## src/rtl/seg7_pkg.sv

```systemverilog
`default_nettype none
// ============================================================================
// Package  : seg7_pkg
// Brief    : Shared types, constants and BCD helpers for the 7-seg scanner
// Revision : 1.0
// ============================================================================
package seg7_pkg;

   typedef enum logic [0:0] {
      ST_BLANK = 1'b0,
      ST_SHOW  = 1'b1
   } scan_state_t;

   localparam logic [3:0] BCD_MAX = 4'd9;

   // Width of a digit index; a single-digit bank still gets one bit.
   function automatic int idx_width(input int n);
      return (n > 1) ? $clog2(n) : 1;
   endfunction

   // Adds cin to one BCD digit; returns {carry_out, digit}.
   function automatic logic [4:0] bcd_inc(input logic [3:0] d, input logic cin);
      logic [4:0] res;
      res = {1'b0, d};
      if (cin) begin
         if (d >= BCD_MAX) begin
            res = {1'b1, 4'd0};
         end else begin
            res = {1'b0, d + 4'd1};
         end
      end
      return res;
   endfunction

endpackage
`default_nettype wire

```

## src/rtl/seg7_scan_ctrl_if.sv

```systemverilog
`default_nettype none
// ============================================================================
// Interface : seg7_scan_ctrl_if
// Brief     : Control, load handshake and display signals of the scanner
// Revision  : 1.0
// ============================================================================
interface seg7_scan_ctrl_if
   import seg7_pkg::*;
#(
   parameter int NUM_DIGITS = 4
);
   localparam int IDX_W = idx_width(NUM_DIGITS);

   logic                    inc;
   logic                    clr;
   logic                    load_valid;
   logic                    load_ready;
   logic [4*NUM_DIGITS-1:0] load_data;
   logic [3:0]              bcd;
   logic [NUM_DIGITS-1:0]   digit_en;
   logic [IDX_W-1:0]        scan_idx;
   logic                    carry;

   modport master (
      output inc, clr, load_valid, load_data,
      input  load_ready, bcd, digit_en, scan_idx, carry
   );

   modport slave (
      input  inc, clr, load_valid, load_data,
      output load_ready, bcd, digit_en, scan_idx, carry
   );

endinterface
`default_nettype wire

```

## src/rtl/bcd_counter.sv

```systemverilog
`default_nettype none
// ============================================================================
// Module   : bcd_counter
// Brief    : NUM_DIGITS BCD up-counter with clr > load > inc priority
// Revision : 1.0
// ============================================================================
module bcd_counter
   import seg7_pkg::*;
#(
   parameter int NUM_DIGITS = 4
) (
   input  logic                    clk,
   input  logic                    rst,
   input  logic                    clr,
   input  logic                    load,
   input  logic                    inc,
   input  logic [4*NUM_DIGITS-1:0] load_data,
   output logic [4*NUM_DIGITS-1:0] count,
   output logic                    carry
);

   logic [4*NUM_DIGITS-1:0] r_count;
   logic                    r_carry;
   logic [4*NUM_DIGITS-1:0] w_inc_val;
   logic [4*NUM_DIGITS-1:0] w_load_val;
   logic                    w_wrap;

   always_comb begin
      logic       c;
      logic [4:0] s;
      c          = 1'b1;
      s          = '0;
      w_inc_val  = '0;
      w_load_val = '0;
      for (int i = 0; i < NUM_DIGITS; i++) begin
         s                    = bcd_inc(r_count[4*i +: 4], c);
         w_inc_val[4*i +: 4]  = s[3:0];
         c                    = s[4];
         // Non-decimal nibbles are stored as zero.
         w_load_val[4*i +: 4] = (load_data[4*i +: 4] > BCD_MAX) ? 4'd0 : load_data[4*i +: 4];
      end
      w_wrap = c;
   end

   always_ff @(posedge clk or posedge rst) begin
      if (rst) begin
         r_count <= '0;
         r_carry <= 1'b0;
      end else if (clr) begin
         r_count <= '0;
         r_carry <= 1'b0;
      end else if (load) begin
         r_count <= w_load_val;
         r_carry <= 1'b0;
      end else if (inc) begin
         r_count <= w_inc_val;
         r_carry <= w_wrap;
      end else begin
         r_carry <= 1'b0;
      end
   end

   assign count = r_count;
   assign carry = r_carry;

endmodule
`default_nettype wire

```

## src/rtl/seg7_scan_ctrl.sv

```systemverilog
`default_nettype none
// ============================================================================
// Module   : seg7_scan_ctrl
// Brief    : Time-multiplexed scan of a BCD counter onto shared 7-seg digits
// Revision : 1.0
// ============================================================================
module seg7_scan_ctrl
   import seg7_pkg::*;
#(
   parameter int NUM_DIGITS   = 4,
   parameter int SCAN_DIV     = 1000,
   parameter int BLANK_CYCLES = 16
) (
   input  logic            clk,
   input  logic            rst,
   seg7_scan_ctrl_if.slave bus
);

   localparam int IDX_W = idx_width(NUM_DIGITS);
   localparam int TMR_W = $clog2(SCAN_DIV + 1);

   localparam logic [TMR_W-1:0] c_blank_last = TMR_W'(BLANK_CYCLES - 1);
   localparam logic [TMR_W-1:0] c_show_last  = TMR_W'(SCAN_DIV - BLANK_CYCLES - 1);
   localparam logic [IDX_W-1:0] c_last_idx   = IDX_W'(NUM_DIGITS - 1);

   scan_state_t             r_state;
   logic [TMR_W-1:0]        r_timer;
   logic [IDX_W-1:0]        r_idx;
   logic [4*NUM_DIGITS-1:0] r_snap;
   logic [3:0]              r_bcd;
   logic [NUM_DIGITS-1:0]   r_digit_en;
   logic                    r_load_ready;

   logic [4*NUM_DIGITS-1:0] w_count;
   logic                    w_carry;
   logic                    w_load_fire;
   logic [3:0]              w_count_digit;
   logic [3:0]              w_snap_digit;
   logic [NUM_DIGITS-1:0]   w_onehot;
   logic [IDX_W-1:0]        w_next_idx;

   assign w_load_fire = bus.load_valid & r_load_ready;

   bcd_counter #(
      .NUM_DIGITS (NUM_DIGITS)
   ) u_counter (
      .clk       (clk),
      .rst       (rst),
      .clr       (bus.clr),
      .load      (w_load_fire),
      .inc       (bus.inc),
      .load_data (bus.load_data),
      .count     (w_count),
      .carry     (w_carry)
   );

   // Digit selection by compare loop keeps non-power-of-two banks in range.
   always_comb begin
      w_count_digit = '0;
      w_snap_digit  = '0;
      w_onehot      = '0;
      for (int i = 0; i < NUM_DIGITS; i++) begin
         if (r_idx == IDX_W'(i)) begin
            w_count_digit = w_count[4*i +: 4];
            w_snap_digit  = r_snap[4*i +: 4];
            w_onehot[i]   = 1'b1;
         end
      end
   end

   assign w_next_idx = (r_idx == c_last_idx) ? '0 : r_idx + 1'b1;

   always_ff @(posedge clk or posedge rst) begin
      if (rst) begin
         r_state      <= ST_BLANK;
         r_timer      <= '0;
         r_idx        <= '0;
         r_snap       <= '0;
         r_bcd        <= '0;
         r_digit_en   <= '0;
         r_load_ready <= 1'b0;
      end else begin
         r_load_ready <= 1'b1;
         case (r_state)
            ST_BLANK: begin
               if (r_timer == c_blank_last) begin
                  r_state    <= ST_SHOW;
                  r_timer    <= '0;
                  r_digit_en <= w_onehot;
                  // Frame start: latch the counter so the whole frame is coherent.
                  if (r_idx == '0) begin
                     r_snap <= w_count;
                     r_bcd  <= w_count_digit;
                  end else begin
                     r_bcd  <= w_snap_digit;
                  end
               end else begin
                  r_timer <= r_timer + 1'b1;
               end
            end
            ST_SHOW: begin
               if (r_timer == c_show_last) begin
                  r_state    <= ST_BLANK;
                  r_timer    <= '0;
                  r_digit_en <= '0;
                  r_bcd      <= '0;
                  r_idx      <= w_next_idx;
               end else begin
                  r_timer <= r_timer + 1'b1;
               end
            end
            default: begin
               r_state <= ST_BLANK;
               r_timer <= '0;
            end
         endcase
      end
   end

   assign bus.load_ready = r_load_ready;
   assign bus.bcd        = r_bcd;
   assign bus.digit_en   = r_digit_en;
   assign bus.scan_idx   = r_idx;
   assign bus.carry      = w_carry;

endmodule
`default_nettype wire

```

## src/flat_wrapper.sv

```systemverilog
// flat-port wrapper written by rule: the top's interface ports become plain ports
module seg7_scan_ctrl_flat import seg7_pkg::*;
#(
   parameter int NUM_DIGITS   = 4,
   parameter int SCAN_DIV     = 1000,
   parameter int BLANK_CYCLES = 16
)
  (clk, rst, bus_inc, bus_clr, bus_load_valid, bus_load_data, bus_load_ready, bus_bcd, bus_digit_en, bus_scan_idx, bus_carry);
  seg7_scan_ctrl_if #(.NUM_DIGITS(NUM_DIGITS)) bus_i ();
  input  logic clk;
  input  logic rst;
  input wire logic [$bits(bus_i.inc)-1:0] bus_inc;
  input wire logic [$bits(bus_i.clr)-1:0] bus_clr;
  input wire logic [$bits(bus_i.load_valid)-1:0] bus_load_valid;
  input wire logic [$bits(bus_i.load_data)-1:0] bus_load_data;
  output wire logic [$bits(bus_i.load_ready)-1:0] bus_load_ready;
  output wire logic [$bits(bus_i.bcd)-1:0] bus_bcd;
  output wire logic [$bits(bus_i.digit_en)-1:0] bus_digit_en;
  output wire logic [$bits(bus_i.scan_idx)-1:0] bus_scan_idx;
  output wire logic [$bits(bus_i.carry)-1:0] bus_carry;
  assign bus_i.inc = bus_inc;
  assign bus_i.clr = bus_clr;
  assign bus_i.load_valid = bus_load_valid;
  assign bus_i.load_data = bus_load_data;
  assign bus_load_ready = bus_i.load_ready;
  assign bus_bcd = bus_i.bcd;
  assign bus_digit_en = bus_i.digit_en;
  assign bus_scan_idx = bus_i.scan_idx;
  assign bus_carry = bus_i.carry;
  seg7_scan_ctrl #(.NUM_DIGITS(NUM_DIGITS), .SCAN_DIV(SCAN_DIV), .BLANK_CYCLES(BLANK_CYCLES)) u_core (.clk(clk), .rst(rst), .bus(bus_i));
endmodule
```

## config.mk

```make
export PLATFORM = sky130hd
export DESIGN_NAME = seg7_scan_ctrl_flat
export DESIGN_NICKNAME = d
export VERILOG_FILES = /design/src/rtl/seg7_pkg.sv /design/src/rtl/seg7_scan_ctrl_if.sv /design/src/rtl/bcd_counter.sv /design/src/rtl/seg7_scan_ctrl.sv /design/src/flat_wrapper.sv
export SDC_FILE = /design/constraint.sdc
export NUM_CORES = 1
export LEC_CHECK = 0
export ABC_AREA = 1
export CORE_ASPECT_RATIO = 2
export CORE_MARGIN = 3
export CORE_UTILIZATION = 58
export CTS_CLUSTER_DIAMETER = 150
export CTS_CLUSTER_SIZE = 28
export DETAILED_ROUTE_END_ITERATION = 12
export PLACE_DENSITY = 0.81
export SLEW_MARGIN = 20
export SYNTH_ARGS = -nofsm -noshare
export SYNTH_HDL_FRONTEND = slang
export SYNTH_HIERARCHICAL = 1
export SYNTH_SLANG_ARGS = --single-unit
```

## constraint.sdc

```tcl
create_clock -name clk -period 1.7 [get_ports clk]
set_input_delay 0.51 -clock clk [delete_from_list [all_inputs] [get_ports clk]]
set_output_delay 0.51 -clock clk [all_outputs]
set_load 0.01 [all_outputs]
```

# Yosys cells after proc, flatten, opt, wreduce, memory -nomap -nowiden

Index checks and enable logic that the tools add are counted.

$add $sub $neg: 6
Magnitude comparators: 8
Equality and inequality tests: 7
Multiplexer cells: 40
Bitwise operators: 2
Reduce and logical (&&, ||, !) cells: 11

Operators with widths:

| cell                                                                     | number |
|---|---|
| 4-bit two-way mux                                                        | 14 |
| 16-bit two-way mux                                                       | 3 |
| 5-bit two-way mux                                                        | 7 |
| 10-bit two-way mux                                                       | 2 |
| 10-bit case mux with 2 select lines                                      | 1 |
| 4-bit by 1-bit adder with 4-bit output (second input constant)           | 4 |
| 4-bit >= comparator (second input constant)                              | 4 |
| 4-bit greater-than comparator (second input constant)                    | 4 |
| 4-bit case mux with 2 select lines                                       | 2 |
| 3-bit nonzero test                                                       | 4 |
| 10-bit by 1-bit adder with 10-bit output (second input constant)         | 1 |
| 10-bit equality test (second input constant)                             | 1 |
| 10-bit by 4-bit equality test with 1-bit output (second input constant)  | 1 |
| 2-bit AND reduction                                                      | 5 |
| 1-bit two-way mux                                                        | 9 |
| 2-bit equality test (second input constant)                              | 2 |
| 3-bit AND reduction                                                      | 1 |
| 2-bit by 1-bit adder with 2-bit output (second input constant)           | 1 |
| 2-bit by 1-bit equality test with 1-bit output (second input constant)   | 1 |
| 2-bit zero test                                                          | 1 |
| 2-bit two-way mux                                                        | 1 |
| 2-bit by 1-bit inequality test with 1-bit output (second input constant) | 1 |
| 2-bit inequality test (second input constant)                            | 1 |
| 1-bit case mux with 2 select lines                                       | 1 |
| 2 further kinds                                                          | 2 |

Flip-flop bits (word level): 55
Output and inout bits: 12
Logic and storage cells: 86

# Longest topological paths before layout

Word-level depth: 8
Gate-level depth with buffers: 12
Gate-level depth less buffers: 11

# By module

Netlist, hierarchy kept.

Modules (own cells, without submodules):

| module         | instances | cells each | area an instance (um2) | sequential area each (um2) |
|---|---|---|---|---|
| seg7_scan_ctrl | 1         | 251        | 2009.4                 | 850.8 |
| bcd_counter    | 1         | 209        | 1415.1                 | 425.4 |

# Least setup slack after synthesis

No wires, ideal clock.

Kind: input -> register
Start: in bus_load_valid
End: reg u_core.u_counter.r_count[6] (netlist: u_core/u_counter/count[6])
Setup time: 0.118 ns
Arrival: 1.469 ns
Data required time: 1.582 ns
Setup slack: 0.113 ns
Stages on the path: 9
Buffers on the path: 1
Path through: nand2_1 > inv_1 > buf_6 > nor2_4 > inv_4 > or2_4 > o21ai_4 > nand3b_1 > nand2_1

Cells in the longest elaborated chain, start to end: 3
Elaborated cells on any way between the ends: 6
Those cells by class: mux: 2; bitwise: 1; reduce/logical: 3

Ends and longest elaborated chain:

| item                                                                       | line                 | text |
|---|---|---|
| start: declaration                                                         | flat_wrapper.sv:14   | `input wire logic [$bits(bus_i.load_valid)-1:0] bus_load_valid;` |
| 1-bit bitwise AND (*)                                                      | seg7_scan_ctrl.sv:42 | `assign w_load_fire = bus.load_valid & r_load_ready;` |
| named net u_core.w_load_fire                                               | seg7_scan_ctrl.sv:36 | `logic w_load_fire;` |
| 3-bit nonzero test (no line) / 16-bit two-way mux (equally long branches)  | n/a                  |  |
| 2-bit AND reduction (no line) / 16-bit two-way mux (equally long branches) | n/a                  |  |
| end signal: assignment                                                     | bcd_counter.sv:53    | `r_count <= w_load_val;` |
| end signal: assignment                                                     | bcd_counter.sv:56    | `r_count <= w_inc_val;` |
| end: declaration                                                           | bcd_counter.sv:22    | `logic [4*NUM_DIGITS-1:0] r_count;` |

Mark *: on every way through the listed nets, which the timed path passes. The rest lies on a longest branch.
A chain may end at the register's enable or synchronous reset.

# Worst setup path after layout

Start: reg u_core.u_counter.r_carry (netlist: u_core/u_counter/carry)
End: out bus_carry

RTL lines:

| item                     | line               | text |
|---|---|---|
| start: declaration       | bcd_counter.sv:23  | `logic r_carry;` |
| start signal: assignment | bcd_counter.sv:57  | `r_carry <= w_wrap;` |
| end: declaration         | flat_wrapper.sv:20 | `output wire logic [$bits(bus_i.carry)-1:0] bus_carry;` |

No word-level cell between the ends.

==> impl_metrics.py <==
metrics = {
    "floorplanning": {
        "core_um2": 5710,
        "die_h_um": 115,
        "die_area_um2": 6920,
        "io_pins": 33,
        "die_w_um": 60.3,
        "initial_core_util": 0.600,
        "num_rows": 39,
    },
    "setup_path": {
        "max_stage_delay_ps": 530,
        "cpMaxStageDelayCell": "clkdlybuf4s50_1",
        "path_cells": "clkdlybuf4s50_1",
        "setup.worst_path.class": "flip-flop to output pin",
        "crit_family": "buffers and inverters",
        "critPathArrivalTime_ps": 1150,
        "path_max_fanout": 1,
        "crit_buf_inv": 1,
        "start_kind": "flip-flop",
        "cp_data_required_time_ps": 1190,
        "cp-end-kind": "output pin",
    },
    "run": {
        "cap_violations": 0,
    },
    "layout": {
        "drive_gt1_frac": 0.179,
        "nets": 558,
        "synthToLayoutAreaGrowth_pct": 22.1,
        "finalInstanceArea_um2": 4180,
        "final_cell_mix": "138 x nand2_1, 52 x nand3_1, 51 x dfrtp_1",
        "insertedDiodeCount": 0,
        "final_common_cell": "nand2_1",
        "postLayoutCoreUtil": 0.733,
    },
    "placed_design": {
        "gp_congestion": 0.857,
        "io_buffers": 32,
        "place_ws_ps": -286,
        "post-dp-hpwl_mm": 6.36,
        "place_area_um2": 3940,
    },
    "logic_synthesis": {
        "syn_nets": 498,
        "syn_area_um2": 3420,
        "synth_seq_cells": 51,
        "synth.distinct_cells": 38,
        "synthFlopType": "dfrtp_1",
        "synth_edf_count": 0,
        "yosysSeqAreaShare": 0.373,
        "avgSynthCellArea_um2": 7.44,
        "synthCells": 460,
        "synth-async-reset-ratio": 1.00,
        "yosysWarnings": 6,
    },
    "global_routing": {
        "grt_pass1_wl_mm": 13.7,
        "grt.total_usage": 0.259,
        "overflow": 0,
        "grt_pass1_vias": 3201,
        "grt_max_degree": 35,
        "antenna_found_initial": 0,
    },
    "power": {
        "power_density_nw_per_um2": 673,
        "total_power_mw": 2.82,
        "switchingPower_uw": 757,
        "p_int_mw": 2.06,
        "swShare": 0.269,
        "p_seq_frac": 0.471,
        "p_clk_frac": 0.371,
        "peakVddDrop_mv": 0.747,
        "comb_power_share": 0.158,
        "p_leak_nw": 2.23,
    },
    "route": {
        "via_per_inst": 5.61,
        "drc": 0,
        "dr.pass1.iters": 5,
        "drt-initial-drc-count": 207,
        "wl_per_cell_um": 14.2,
        "vias": 3266,
        "drtAntennaViolNets": 0,
        "finalWirelength_mm": 8.24,
    },
    "clock_tree": {
        "clk-insertion-delay-late_ps": 290,
        "cts_tree": "done",
        "clock_path_buffers": 2,
        "path_clk_slew_ps": 70,
        "cts_hold_buf": 0,
        "cts_buffers": 5,
        "h-tree-depth": 2,
        "cts_root_buf": "clkbuf_16",
        "cts.sinks": 51,
    },
    "timing": {
        "rsz0062_at_grt": "yes",
        "finalSetupViolations": 0,
        "slew_viol_final": 0,
        "fmax_ghz": 0.604,
        "finClkSkew_ps": 4.43,
        "tns_ps": 0,
        "finalWorstSetupSlack_ps": 44.2,
        "hold_violations": 0,
        "period_needed_ps": 1660,
        "period_share": 0.974,
    },
    "run_status": {
        "status": "finished clean",
    },
    "min_path": {
        "holdCritPathClass": "flip-flop to flip-flop",
    },
}
==> power groups by stage <==
stage	sequential, mW	clock [mW]	combinational, mW
3_3_place_gp	1.34	0	0.423
4_1_cts	1.32	1.06	0.432
5_1_grt	1.33	1.11	0.501
2_1_floorplan	1.35	0	0.247
6_report	1.33	1.04	0.444
3_5_place_dp	1.35	0	0.436
==> synth_stat cells (2+ instances only) <==
cell type | instances | area [um2]
ha_1 | 17 | 213
inv_2 | 5 | 18.8
buf_4 | 2 | 15.0
a21oi_1 | 21 | 105
buf_2 | 3 | 15.0
nor2_4 | 5 | 56.3
nor2_1 | 36 | 135
o211ai_1 | 4 | 30.0
buf_6 | 5 | 56.3
and2_0 | 2 | 12.5
nand2_2 | 4 | 25.0
clkbuf_1 | 2 | 7.51
nand3_1 | 53 | 265
inv_1 | 42 | 158
nand2_1 | 139 | 522
nand4_1 | 14 | 87.6
xor2_1 | 5 | 43.8
nand3_2 | 11 | 110
or2_2 | 4 | 25.0
nor2_2 | 2 | 12.5
nor3_1 | 2 | 10.0
xnor2_1 | 2 | 17.5
o21ai_0 | 15 | 75.1
dfrtp_1 | 51 | 1280
==> per-stage QoR <==
stage | hold slack, ps | cells
finish | 466 | 582
global route | 505 | 582
CTS | 467 | 577
detailed placement | 459 | 568
global placement | 445 | 568
floorplan | 431 | 460
==> final timing paths <==
kind | from | endpoint | slack (ps) | cells after the start
max in group asynchronous | rst | u_core/r_timer[4]$_DFF_PP0_ | 930 | 3
setup reg to reg | u_core/bus.scan_idx[0]$_DFFE_PP0P_ | u_core/bus.bcd[2]$_DFFE_PP0P_ | 130 | 9
hold reg to reg | u_core/r_timer[0]$_DFF_PP0_ | u_core/r_timer[0]$_DFF_PP0_ | 470 | 1
hold / removal | u_core/r_timer[0]$_DFF_PP0_ | u_core/r_timer[0]$_DFF_PP0_ | 470 | 1
min in group asynchronous | rst | u_core/u_counter/count[8]$_DFFE_PP0P_ | 560 | 3
setup / recovery | u_core/u_counter/carry$_DFF_PP0_ | bus_carry | 40 | 1
==> logic make-up after synthesis <==
logic type / synth area share
AND/OR/NAND/NOR: 0.387
buffers and inverters: 0.0873
flip-flops: 0.373
AO/OA/AOI/OAI: 0.0716
adder cells (fa/ha/maj): 0.0621
XOR/XNOR: 0.0179
other: 0.00110
==> metal layers <==
layer  track usage  wire length, um  up-vias
met3        0.0282              223       38
met1         0.239             2810     1550
li1              -                -     1599
met4         0.166              491        0
met5             0                0        -
met2         0.495             4720       79
==> registers in the layout, indices dropped and copies added, names as in the netlist <==
signal,count
u_core/bus.bcd,4
u_core/r_snap,12
u_core/r_state,1
u_core/u_counter/count,16
u_core/bus.load_ready,1
u_core/r_timer,10
u_core/bus.digit_en,4
u_core/u_counter/carry,1
u_core/bus.scan_idx,2
==> layout make-up <==
type | instances | area, um2
Tap cell | 61 | 76.3
Clock inverter | 2 | 16.3
Inverter | 48 | 185
Clock buffer | 6 | 139
Multi-Input combinational cell | 347 | 1890
Timing Repair Buffer | 67 | 602
Sequential cell | 51 | 1280
Fill cell | 473 | 1530
==> what timing repair did <==
action,in CTS,in global routing
gates resized for setup,11,19
endpoints found under the setup margin,11,39
buffers inserted,1,5
pin swaps,0,4
Note: power is estimated with default switching activity, not from simulation.
